## src/rtl/kgp_control_fsm.sv

```systemverilog
// kgp_control_fsm
//   Multicycle controller for the KGP-RISC core. Accepts one instruction
//   word at a time over a valid/ready handshake. It owns PC and NPC and
//   sequences FETCH -> DECODE -> EXEC -> [MEM] -> WB. It drives every
//   DataPath control input. Branches are evaluated against a flag register
//   that is loaded at the end of EXEC by R- and I-type instructions.
//
//   Optional feature macro: KGP_ILLEGAL_TRAP_EN
//     defined   : opcode 110 halts the core (halted=1).
//     undefined : opcode 110 runs as a NOP (no strobes, pc advances).
//
// Ports
//   clk, rst          clock, synchronous active-high reset
//   instr, instr_valid / instr_ready   instruction handshake
//   zero/carry/sign/overflow_flag      ALU flags, sampled only in EXEC
//   pc, npc                            current / next fetch address
//   regAddr_1, regAddr_2, shift_amount, immediate_const, alu_control
//                                      decoded fields, valid DECODE..WB
//   ALU_src, const_src, reg_data, regWrite_select, reg_to_pc
//                                      DataPath mux selects
//   MemRead, MemWrite, regWriteEnable  memory / register-file strobes
//   halted                             sticky until rst
module kgp_control_fsm #(
  parameter logic [31:0] RESET_PC = 32'h0,
  parameter int unsigned PC_STEP  = 4
) (
  input  logic        clk,
  input  logic        rst,
  input  logic [31:0] instr,
  input  logic        instr_valid,
  input  logic        zero_flag,
  input  logic        carry_flag,
  input  logic        sign_flag,
  input  logic        overflow_flag,
  output logic        instr_ready,
  output logic [31:0] pc,
  output logic [31:0] npc,
  output logic [4:0]  regAddr_1,
  output logic [4:0]  regAddr_2,
  output logic [4:0]  shift_amount,
  output logic [20:0] immediate_const,
  output logic [3:0]  alu_control,
  output logic        ALU_src,
  output logic        const_src,
  output logic        reg_data,
  output logic        regWrite_select,
  output logic        reg_to_pc,
  output logic        MemRead,
  output logic        MemWrite,
  output logic        regWriteEnable,
  output logic        halted
);

  localparam logic [31:0] STEP = 32'(PC_STEP);

  localparam logic [2:0] OP_R    = 3'b000;
  localparam logic [2:0] OP_I    = 3'b001;
  localparam logic [2:0] OP_LW   = 3'b010;
  localparam logic [2:0] OP_SW   = 3'b011;
  localparam logic [2:0] OP_BR   = 3'b100;
  localparam logic [2:0] OP_JR   = 3'b101;
  localparam logic [2:0] OP_HALT = 3'b111;

  typedef enum logic [2:0] {
    S_RESET  = 3'd0,
    S_FETCH  = 3'd1,
    S_DECODE = 3'd2,
    S_EXEC   = 3'd3,
    S_MEM    = 3'd4,
    S_WB     = 3'd5,
    S_HALT   = 3'd6
  } state_t;

  state_t      state_q, state_d;
  logic [31:0] ir_q, ir_d;
  logic [31:0] pc_q, pc_d;
  logic [31:0] npc_q, npc_d;
  // Latched ALU flags: {Z, C, S, V}
  logic [3:0]  flags_q, flags_d;

  logic [2:0]  op;
  logic        accept;
  logic        cond_true;
  logic        in_instr;

  assign op     = ir_q[31:29];
  assign accept = (state_q == S_FETCH) && instr_valid;

  // Branch condition uses the flag register, never the live flag inputs.
  always_comb begin
    cond_true = 1'b0;
    case (ir_q[28:26])
      3'd0:    cond_true = 1'b1;
      3'd1:    cond_true = flags_q[3];
      3'd2:    cond_true = !flags_q[3];
      3'd3:    cond_true = flags_q[2];
      3'd4:    cond_true = !flags_q[2];
      3'd5:    cond_true = flags_q[1];
      3'd6:    cond_true = !flags_q[1];
      default: cond_true = flags_q[0];
    endcase
  end

  // State and datapath registers.
  always_ff @(posedge clk) begin
    if (rst) begin
      state_q <= S_RESET;
      ir_q    <= 32'd0;
      pc_q    <= RESET_PC;
      npc_q   <= RESET_PC + STEP;
      flags_q <= 4'd0;
    end else begin
      state_q <= state_d;
      ir_q    <= ir_d;
      pc_q    <= pc_d;
      npc_q   <= npc_d;
      flags_q <= flags_d;
    end
  end

  // Next-state logic.
  always_comb begin
    state_d = state_q;
    case (state_q)
      S_RESET:  state_d = S_FETCH;
      S_FETCH:  if (accept) state_d = S_DECODE;
      S_DECODE: begin
        if (op == OP_HALT) begin
          state_d = S_HALT;
        end else begin
          state_d = S_EXEC;
        end
`ifdef KGP_ILLEGAL_TRAP_EN
        if (op == 3'b110) state_d = S_HALT;
`endif
      end
      S_EXEC:   state_d = (op == OP_LW || op == OP_SW) ? S_MEM : S_WB;
      S_MEM:    state_d = S_WB;
      S_WB:     state_d = S_FETCH;
      S_HALT:   state_d = S_HALT;
      default:  state_d = S_RESET;
    endcase
  end

  // Next values of IR, PC, NPC and the flag register.
  always_comb begin
    ir_d    = ir_q;
    pc_d    = pc_q;
    npc_d   = npc_q;
    flags_d = flags_q;
    case (state_q)
      S_FETCH: begin
        if (accept) begin
          ir_d  = instr;
          npc_d = pc_q + STEP;
        end
      end
      S_EXEC: begin
        if (op == OP_R || op == OP_I) begin
          flags_d = {zero_flag, carry_flag, sign_flag, overflow_flag};
        end
        if (op == OP_BR && cond_true) begin
          npc_d = {4'b0000, ir_q[25:0], 2'b00};
        end
      end
      S_WB: begin
        // For JR the DataPath substitutes rs for npc via reg_to_pc;
        // the controller has no view of register contents.
        pc_d  = npc_q;
        npc_d = npc_q + STEP;
      end
      default: ;
    endcase
  end

  assign in_instr = (state_q == S_DECODE) || (state_q == S_EXEC) ||
                    (state_q == S_MEM)    || (state_q == S_WB);

  // Output logic. Decoded fields are held from DECODE until the next FETCH.
  always_comb begin
    instr_ready     = (state_q == S_FETCH);
    halted          = (state_q == S_HALT);
    pc              = pc_q;
    npc             = npc_q;
    regAddr_1       = 5'd0;
    regAddr_2       = 5'd0;
    shift_amount    = 5'd0;
    immediate_const = 21'd0;
    alu_control     = 4'd0;
    ALU_src         = 1'b0;
    const_src       = 1'b0;
    reg_data        = 1'b0;
    regWrite_select = 1'b0;
    reg_to_pc       = 1'b0;
    MemRead         = 1'b0;
    MemWrite        = 1'b0;
    regWriteEnable  = 1'b0;
    if (in_instr) begin
      case (op)
        OP_R: begin
          regAddr_1       = ir_q[28:24];
          regAddr_2       = ir_q[23:19];
          shift_amount    = ir_q[18:14];
          alu_control     = ir_q[3:0];
          const_src       = (ir_q[3:0] >= 4'd8) && (ir_q[3:0] <= 4'd10);
          regWrite_select = 1'b1;
        end
        OP_I: begin
          // Two-operand form: rs is both source and destination.
          regAddr_1       = ir_q[28:24];
          regAddr_2       = ir_q[28:24];
          alu_control     = {1'b0, ir_q[23:21]};
          immediate_const = ir_q[20:0];
          ALU_src         = 1'b1;
          regWrite_select = 1'b1;
        end
        OP_LW: begin
          regAddr_1       = ir_q[28:24];
          regAddr_2       = ir_q[23:19];
          immediate_const = {2'b00, ir_q[18:0]};
          ALU_src         = 1'b1;
          reg_data        = 1'b1;
          regWrite_select = 1'b1;
          MemRead         = (state_q == S_MEM) || (state_q == S_WB);
        end
        OP_SW: begin
          regAddr_1       = ir_q[28:24];
          regAddr_2       = ir_q[23:19];
          immediate_const = {2'b00, ir_q[18:0]};
          ALU_src         = 1'b1;
          MemWrite        = (state_q == S_MEM) && !rst;
        end
        OP_JR: begin
          regAddr_1       = ir_q[28:24];
          regAddr_2       = 5'd31;
          reg_to_pc       = 1'b1;
          regWrite_select = 1'b0;
        end
        default: ;
      endcase
      // A reset arriving mid-instruction must not let a write escape.
      if (state_q == S_WB && !rst &&
          (op == OP_R || op == OP_I || op == OP_LW || op == OP_JR)) begin
        regWriteEnable = 1'b1;
      end
    end
  end

endmodule

```

## config.mk

```make
export PLATFORM = sky130hd
export DESIGN_NAME = kgp_control_fsm
export DESIGN_NICKNAME = d
export VERILOG_FILES = /design/src/rtl/kgp_control_fsm.sv
export SDC_FILE = /design/constraint.sdc
export NUM_CORES = 1
export LEC_CHECK = 0
export BUFFER_PORTS_ARGS = -buffer_cell sky130_fd_sc_hd__buf_2
export CAP_MARGIN = 20
export CORE_MARGIN = 2
export CORE_UTILIZATION = 38
export CTS_CLUSTER_SIZE = 14
export DETAILED_ROUTE_END_ITERATION = 12
export GPL_ROUTABILITY_DRIVEN = 0
export SYNTH_ARGS = -nofsm -noshare
export SYNTH_HDL_FRONTEND = slang
export SYNTH_SLANG_ARGS = --single-unit
```

## constraint.sdc

```tcl
create_clock -name clk -period 6.8 [get_ports clk]
set_clock_uncertainty 0.2 [all_clocks]
set_input_delay 0.68 -clock clk [delete_from_list [all_inputs] [get_ports clk]]
set_output_delay 0.68 -clock clk [all_outputs]
set_load 0.02 [all_outputs]
```

==> results.sh, run 1 <==
export IMPL_synthArstFlopShare_pct=0
export IMPL_clk_pin_slew_ps=70
export IMPL_track_usage_pct=23.04
export IMPL_whs_path_depth=2
export IMPL_dp_cells=1038
export IMPL_synth_enable_flop_cells=0
export IMPL_powerDensity_mw_per_mm2=196.6
export IMPL_ant_nets=0
export IMPL_drc_errors=0
export IMPL_post_cts_buffers=0
export IMPL_area_growth_pct=19.14
export IMPL_synth_top_area_cell="dfxtp_1"
export IMPL_nNetsFinal=905
export IMPL_htree_num_levels=3
export IMPL_wl_met2_um=7866
export IMPL_cts_sinks=103
export IMPL_synth_top_area_share_pct=36.05
export IMPL_maxCapViolations=0
export IMPL_hp_class="reg2reg"
export IMPL_fmax_ghz=0.2797
export IMPL_rsz0062_at_grt="no"
export IMPL_cts_made_buffers=9
export IMPL_cts_root_buf="clkbuf_16"
export IMPL_routedWlPerCell_um=17.86
export IMPL_hp_start="ir_q[13]"
export IMPL_slew_violations=0
export IMPL_tns_ps=0
export IMPL_ys_flop_type="dfxtp_1"
export IMPL_row_count=44
export IMPL_ys_types=66
export IMPL_finalCritPeriodShare_pct=52.57
export IMPL_critical_path_required_ps=6850
export IMPL_highest_layer="met4"
export IMPL_grt_pass1_wl_um=29490
export IMPL_drt_iter0_markers=443
export IMPL_synth_avg_cell_area_sq_um=7.636
export IMPL_clk_latency_ps=360
export IMPL_clock_path_buffers=2
export IMPL_pin_count=153
export IMPL_route_met3_wl_um=1468
export IMPL_cts_tree="built"
export IMPL_status="finished clean"
export IMPL_r2r_slack_ps=3230
export IMPL_m1WireLength_um=9187
export IMPL_seq_area_frac_synth_pct=36.05
export IMPL_worst_pin_slew_ps=976.6
export IMPL_r2r_end="npc[17]"
export IMPL_dp_hpwl_um=13460
export IMPL_max_slew_margin_rel_pct=34.54
export IMPL_antenna_cells=0
export IMPL_synthCells=749
export IMPL_crit_fanout=24
export IMPL_rr_worst_depth=6
export IMPL_leakage_nw=2.775
export IMPL_cts_hold_buf=0
export IMPL_period_needed_ps=3575
export IMPL_grt_pass1_vias=5308
export IMPL_synth_area_sq_mm=0.005719
export IMPL_antenna_found_initial=0
export IMPL_synth_fp_nets=789
export IMPL_synth_warnings=0
export IMPL_final_common_cell="buf_2"
export IMPL_vias_per_cell=5.554
export IMPL_synth_area_leaders="dfxtp_1 36%, nand2_1 9.3%, a21oi_1 7.4%, mux2i_1 6.0%, nor2_1 4.8%"
export IMPL_vias=5848
export IMPL_vdd_drop_max_v=0.0001131
export IMPL_start_util_pct=39.06
export IMPL_totalWireLength_um=18800
export IMPL_die_area_sq_mm=0.01605
export IMPL_crit_arrival_ps=3630
export IMPL_r2r_start="state_q[2]"
export IMPL_die_x_um=126.7
export IMPL_crit_path_start_kind="register"
export IMPL_cts_resized=0
export IMPL_port_buffers=152
export IMPL_grt_overflow=0
export IMPL_final_cells=1053
export IMPL_first_pass_iters=4
export IMPL_post_route_util_pct=46.53
export IMPL_layout_common_cells="152 x buf_2, 141 x nand2_1, 103 x dfxtp_1, 84 x a21oi_1, 73 x nor2_1"
export IMPL_worstSetupEndpointType="register"
export IMPL_hold_path_end="ir_q[13]"
export IMPL_power_total_mw=1.340
export IMPL_die_height_um=126.7
export IMPL_setup_viol=0
export IMPL_ys_ff_latch=103
export IMPL_grt_start_max_net_pins=59
export IMPL_final_layout_size_suffix_gt1_share_pct=22.32
export IMPL_hold_viol=0
export IMPL_core_sq_mm=0.01464
export IMPL_critPathKind="reg2reg"
-- metal layers --
metal	vias to the layer above	GRT usage (%)
li1	2882	-
met1	2723	34.01
met2	222	33.04
met3	21	5.736
met4	0	6.917
met5	-	0
-- critical path, stage by stage (launching register included) --
cell and delay [ps]:
dfxtp_1 610, nor2b_1 150, and2_1 490, nor2_1 850, a21o_1 510, nor2_1 260
a221o_1 400
-- worst max-delay path by stage --
stage,from,end,slack (ps)
global route,state_q[2],npc[17],3000
detailed placement,state_q[2],npc[9],3290
finish,state_q[2],npc[17],3230
global placement,state_q[0],npc[9],3430
CTS,state_q[0],npc[29],3290
floorplan,state_q[1],npc[28],3640
-- sequential cells by signal, summed over array words and instances (netlist names) --
signal	cells
ir_q	32
npc	32
pc	32
flags_q	4
state_q	3
-- final cells by class --
| class | instances | area [sq um] |
|---|---|---|
| sequential | 103 | 2062 |
| timing repair buffer | 158 | 805.8 |
| fill | 1524 | 7830 |
| inverter | 11 | 41.29 |
| multi-input combinational | 582 | 3377 |
| tap | 184 | 230.2 |
| clock buffer | 11 | 252.7 |
| clock inverter | 4 | 45.04 |
-- Yosys cell counts, drive strengths merged (2+ instances only) --
library cell,n
a211oi,8
a21boi,3
a21o,2
a21oi,85
a221o,2
a221oi,5
a22o,2
a311oi,3
a31o,2
a32o,2
and2,34
and3,8
buf,18
clkbuf,35
dfxtp,103
inv,11
mux2,4
mux2i,36
nand2,141
nand2b,2
nand3,24
nand4,10
nor2,73
nor2b,3
nor3,18
nor3b,3
nor4,22
o2111ai,4
o211ai,2
o21a,3
o21ai,18
o221a,2
o221ai,5
o22ai,8
or3,4
xnor2,12
xor2,15
-- power breakdown --
group / leakage (nW) / internal (mW) / switching [mW]
combinational: 1.79 / 0.0513 / 0.0951
sequential: 0.834 / 0.623 / 0.0360
clock: 0.151 / 0.302 / 0.233
total: 2.77 / 0.976 / 0.364
-- cell families (layout without fill, tap and decap cells) --
| family | after synthesis | in the layout | share of synthesized area, % |
|---|---|---|---|
| compound gates | 164 | 164 | 18.05 |
| simple gates | 350 | 350 | 29.32 |
| mux | 40 | 40 | 7.219 |
| flops | 103 | 103 | 36.05 |
| xor+xnor | 27 | 27 | 4.135 |
| buf+inv | 64 | 184 | 5.010 |
| fa+ha+maj | 1 | 1 | 0.2187 |
-- through the flow --
stage | hold WS, ps | cell area (sq um) | worst slack [ps]
after global routing | 301.0 | 6814 | 3002
after detailed placement | 259.5 | 6516 | 3292
after CTS | 271.0 | 6814 | 3288
after global placement | 255.0 | 6516 | 3433
final | 270.1 | 6814 | 3225
after floorplan | 240.3 | 5719 | 3641
Note: power is estimated with default switching activity, not from simulation.
==> run 2, diff against run 1 <==
--- a/config.mk
+++ b/config.mk
@@ -5,6 +5,7 @@
 export SDC_FILE = /design/constraint.sdc
 export NUM_CORES = 1
 export LEC_CHECK = 0
+export ABC_AREA = 1
 export BUFFER_PORTS_ARGS = -buffer_cell sky130_fd_sc_hd__buf_2
 export CAP_MARGIN = 20
 export CORE_MARGIN = 2
==> constraint.sdc (replaced) <==
create_clock -name clk -period 3.1 [get_ports clk]
set_clock_uncertainty 0.2 [all_clocks]
set_input_delay 0.31 -clock clk [delete_from_list [all_inputs] [get_ports clk]]
set_output_delay 0.31 -clock clk [all_outputs]
set_load 0.02 [all_outputs]
==> run 2 against run 1 <==
  * Sequential share of layout area fell by 0.17 points
  * Routed wire length fell by 1.6%
  * Clock power up 98%
  * Critical path type is now reg2out
  * Largest cell class unchanged
==> results.sh, run 2 <==
export IMPL_synth_xor_area_share_pct=0.1544
export IMPL_port_buffers=152
export IMPL_seq_area_frac_synth_pct=36.35
export IMPL_pin_count=153
export IMPL_routedWlPerCell_um=15.82
export IMPL_crit_arrival_ps=2350
export IMPL_rsz0062_at_grt="no"
export IMPL_ys_types=35
export IMPL_ys_flop_type="dfxtp_1"
export IMPL_drc_errors=0
export IMPL_vias_per_cell=5.109
export IMPL_synth_fp_nets=881
export IMPL_period_needed_ps=2857
export IMPL_hp_start="instr[4]"
export IMPL_slew_violations=0
export IMPL_clk_latency_ps=360
export IMPL_critPathKind="reg2out"
export IMPL_dp_hpwl_um=13810
export IMPL_start_util_pct=39.03
export IMPL_hp_class="in2reg"
export IMPL_tns_ps=0
export IMPL_critical_path_required_ps=2590
export IMPL_maxCapViolations=0
export IMPL_cp_common_cell="inv_2"
export IMPL_setup_viol=0
export IMPL_worst_pin_slew_ps=621.1
export IMPL_synth_warnings=0
export IMPL_hold_viol=0
export IMPL_totalWireLength_um=18500
export IMPL_synth_top_family_by_area="simple AND/OR/NAND/NOR gates"
export IMPL_cpMaxStageDelayCell="dfxtp_1"
export IMPL_final_common_cell="nand2_1"
export IMPL_post_cts_buffers=0
export IMPL_synthCells=841
export IMPL_hold_ws_ps=29.65
export IMPL_grt_pass1_vias=5660
export IMPL_synth_mux_area_share_pct=0
export IMPL_antenna_found_initial=0
export IMPL_synth_top_area_cell="dfxtp_1"
export IMPL_crit_start="state_q[1]"
export IMPL_crit_chain="inv_6, nand3_4, inv_2, nor2_1, inv_2, nor3_4, inv_2, nand2_1, nor2_2, inv_4, nor2_1, buf_2"
export IMPL_layout_common_cells="168 x nand2_1, 152 x buf_2, 103 x dfxtp_1, 92 x nor2_1, 83 x a21oi_1"
export IMPL_nNetsFinal=1020
export IMPL_synth_simple_area_share_pct=34.72
export IMPL_fmax_ghz=0.3501
export IMPL_fillers=1596
export IMPL_htree_num_levels=3
export IMPL_critPathBufInv=6
export IMPL_cts_root_buf="clkbuf_16"
export IMPL_grt_overflow=0
export IMPL_cts_sinks=103
export IMPL_ant_nets=0
export IMPL_grt_start_max_net_pins=66
export IMPL_critPathTopFamily="buffers and inverters"
export IMPL_cts_made_buffers=9
export IMPL_final_layout_size_suffix_gt1_share_pct=27.61
export IMPL_status="finished clean"
export IMPL_max_slew_margin_rel_pct=58.59
export IMPL_die_height_um=126.2
export IMPL_synth_most_common_cell="nand2_1"
export IMPL_vias=5972
export IMPL_grt_pass1_wl_um=29350
export IMPL_r2r_start="state_q[1]"
export IMPL_synthAdderAreaFrac_pct=0.2206
export IMPL_area_growth_pct=20.78
export IMPL_powerDensity_mw_per_mm2=440.4
export IMPL_crit_path_start_kind="register"
export IMPL_cts_tree="built"
export IMPL_clk_pin_slew_ps=80
export IMPL_vdd_drop_max_v=0.0003263
export IMPL_synth_top_area_share_pct=36.35
export IMPL_synth_compound_gate_area_share_pct=18.24
export IMPL_ys_ff_latch=103
export IMPL_core_sq_mm=0.01453
export IMPL_leakage_nw=3.041
export IMPL_synth_enable_flop_cells=0
export IMPL_clock_path_buffers=2
export IMPL_synth_area_sq_mm=0.005673
export IMPL_slowest_delay_ps=370
export IMPL_yosys_top_cells_count="169 x nand2_1, 103 x dfxtp_1, 92 x nor2_1"
export IMPL_finalCritPeriodShare_pct=92.15
export IMPL_synth_avg_cell_area_sq_um=6.745
export IMPL_row_count=44
export IMPL_synthArstFlopShare_pct=0
export IMPL_synth_area_leaders="dfxtp_1 36%, nand2_1 11%, a21oi_1 7.3%, o21ai_0 7.1%, nor2_1 6.1%"
export IMPL_drt_iter0_markers=350
export IMPL_track_usage_pct=23.15
export IMPL_power_total_mw=3.017
export IMPL_die_x_um=126.2
export IMPL_finalInstanceArea_sq_mm=0.006852
export IMPL_antenna_cells=0
export IMPL_crit_fanout=28
export IMPL_place_area_sq_mm=0.006524
export IMPL_r2r_slack_ps=440
export IMPL_worstSetupEndpointType="output pin"
export IMPL_first_pass_iters=5
export IMPL_die_area_sq_mm=0.01592
run 2: changes by cell type after synthesis, moves of 19 or more:
cell     change
nand2_1     +28
o21ai_0     +62
nor4_1      -21
nand2_2     +30
inv_1       +68
mux2i_1     -34
nor2_1      +19
and2_1      -34
run 2: cell type report:
type                    instances  area [sq um]  share of cell area, %
multi-input cells             605          3028                  44.19
clock inverters                 5         32.53                 0.4748
repair buffers                169         910.9                  13.29
flip-flops and latches        103          2062                  30.10
clock buffers                  11         232.7                  3.397
well taps                     184         230.2                  3.360
inverters                      92         355.3                  5.186
run 2: where the power goes:
part	switching, mW	internal [mW]	total, mW
Clock	0.517	0.547	1.06
Combinational	0.348	0.142	0.490
Sequential	0.0685	1.40	1.46
Total	0.933	2.08	3.02
run 2: path summary, 6_finish.rpt:
path | end | cells after the start
worst max-delay path | immediate_const[9] | 12
worst min-delay path | ir_q[4] | 3
worst max register to register | npc[18] | 14
worst min register to register | ir_q[6] | 2
run 2: through the flow:
stage | setup WS, ps | util, % | std cells
after detailed placement | 482.3 | 44.89 | 1148
final | 243.4 | 47.14 | 1169
after floorplan | 594.6 | - | 841
after global routing | 26.53 | 47.14 | 1169
after global placement | 557.0 | 44.89 | 1148
after CTS | 141.0 | 46.99 | 1168
run 2: logic make-up (layout without fill, tap and decap cells):
group,Yosys count,in the layout
flip-flops,103,103
AND/OR/NAND/NOR,408,408
adder cells (fa/ha/maj),1,1
XOR/XNOR,1,1
buffers and inverters,133,277
AO/OA/AOI/OAI,195,195
run 2: worst register-to-register path, delay by kind of cell, from the launching register on:
family                     cells  cell delay, ps
and+or+nand+nor                9            1110
DFF                            1             440
adders and majority gates      1             220
buffers and inverters          2             420
AOI/OAI and AO/OA              2             200
run 2: layer usage:
| layer | vias to the layer above | share of wire (%) | global-route usage [%] |
|---|---|---|---|
| li1 | 3024 | - | - |
| met1 | 2702 | 46 | 31.25 |
| met2 | 223 | 44 | 35.33 |
| met3 | 23 | 7.9 | 7.094 |
| met4 | 0 | 2.1 | 7.563 |
| met5 | - | 0 | 0 |
run 2: timing repair:
action                                  in CTS  in global routing
hold buffers                                 4                  0
gates resized for setup                      0                  1
endpoints found under the hold margin        4                  0
endpoints found under the setup margin       0                 18
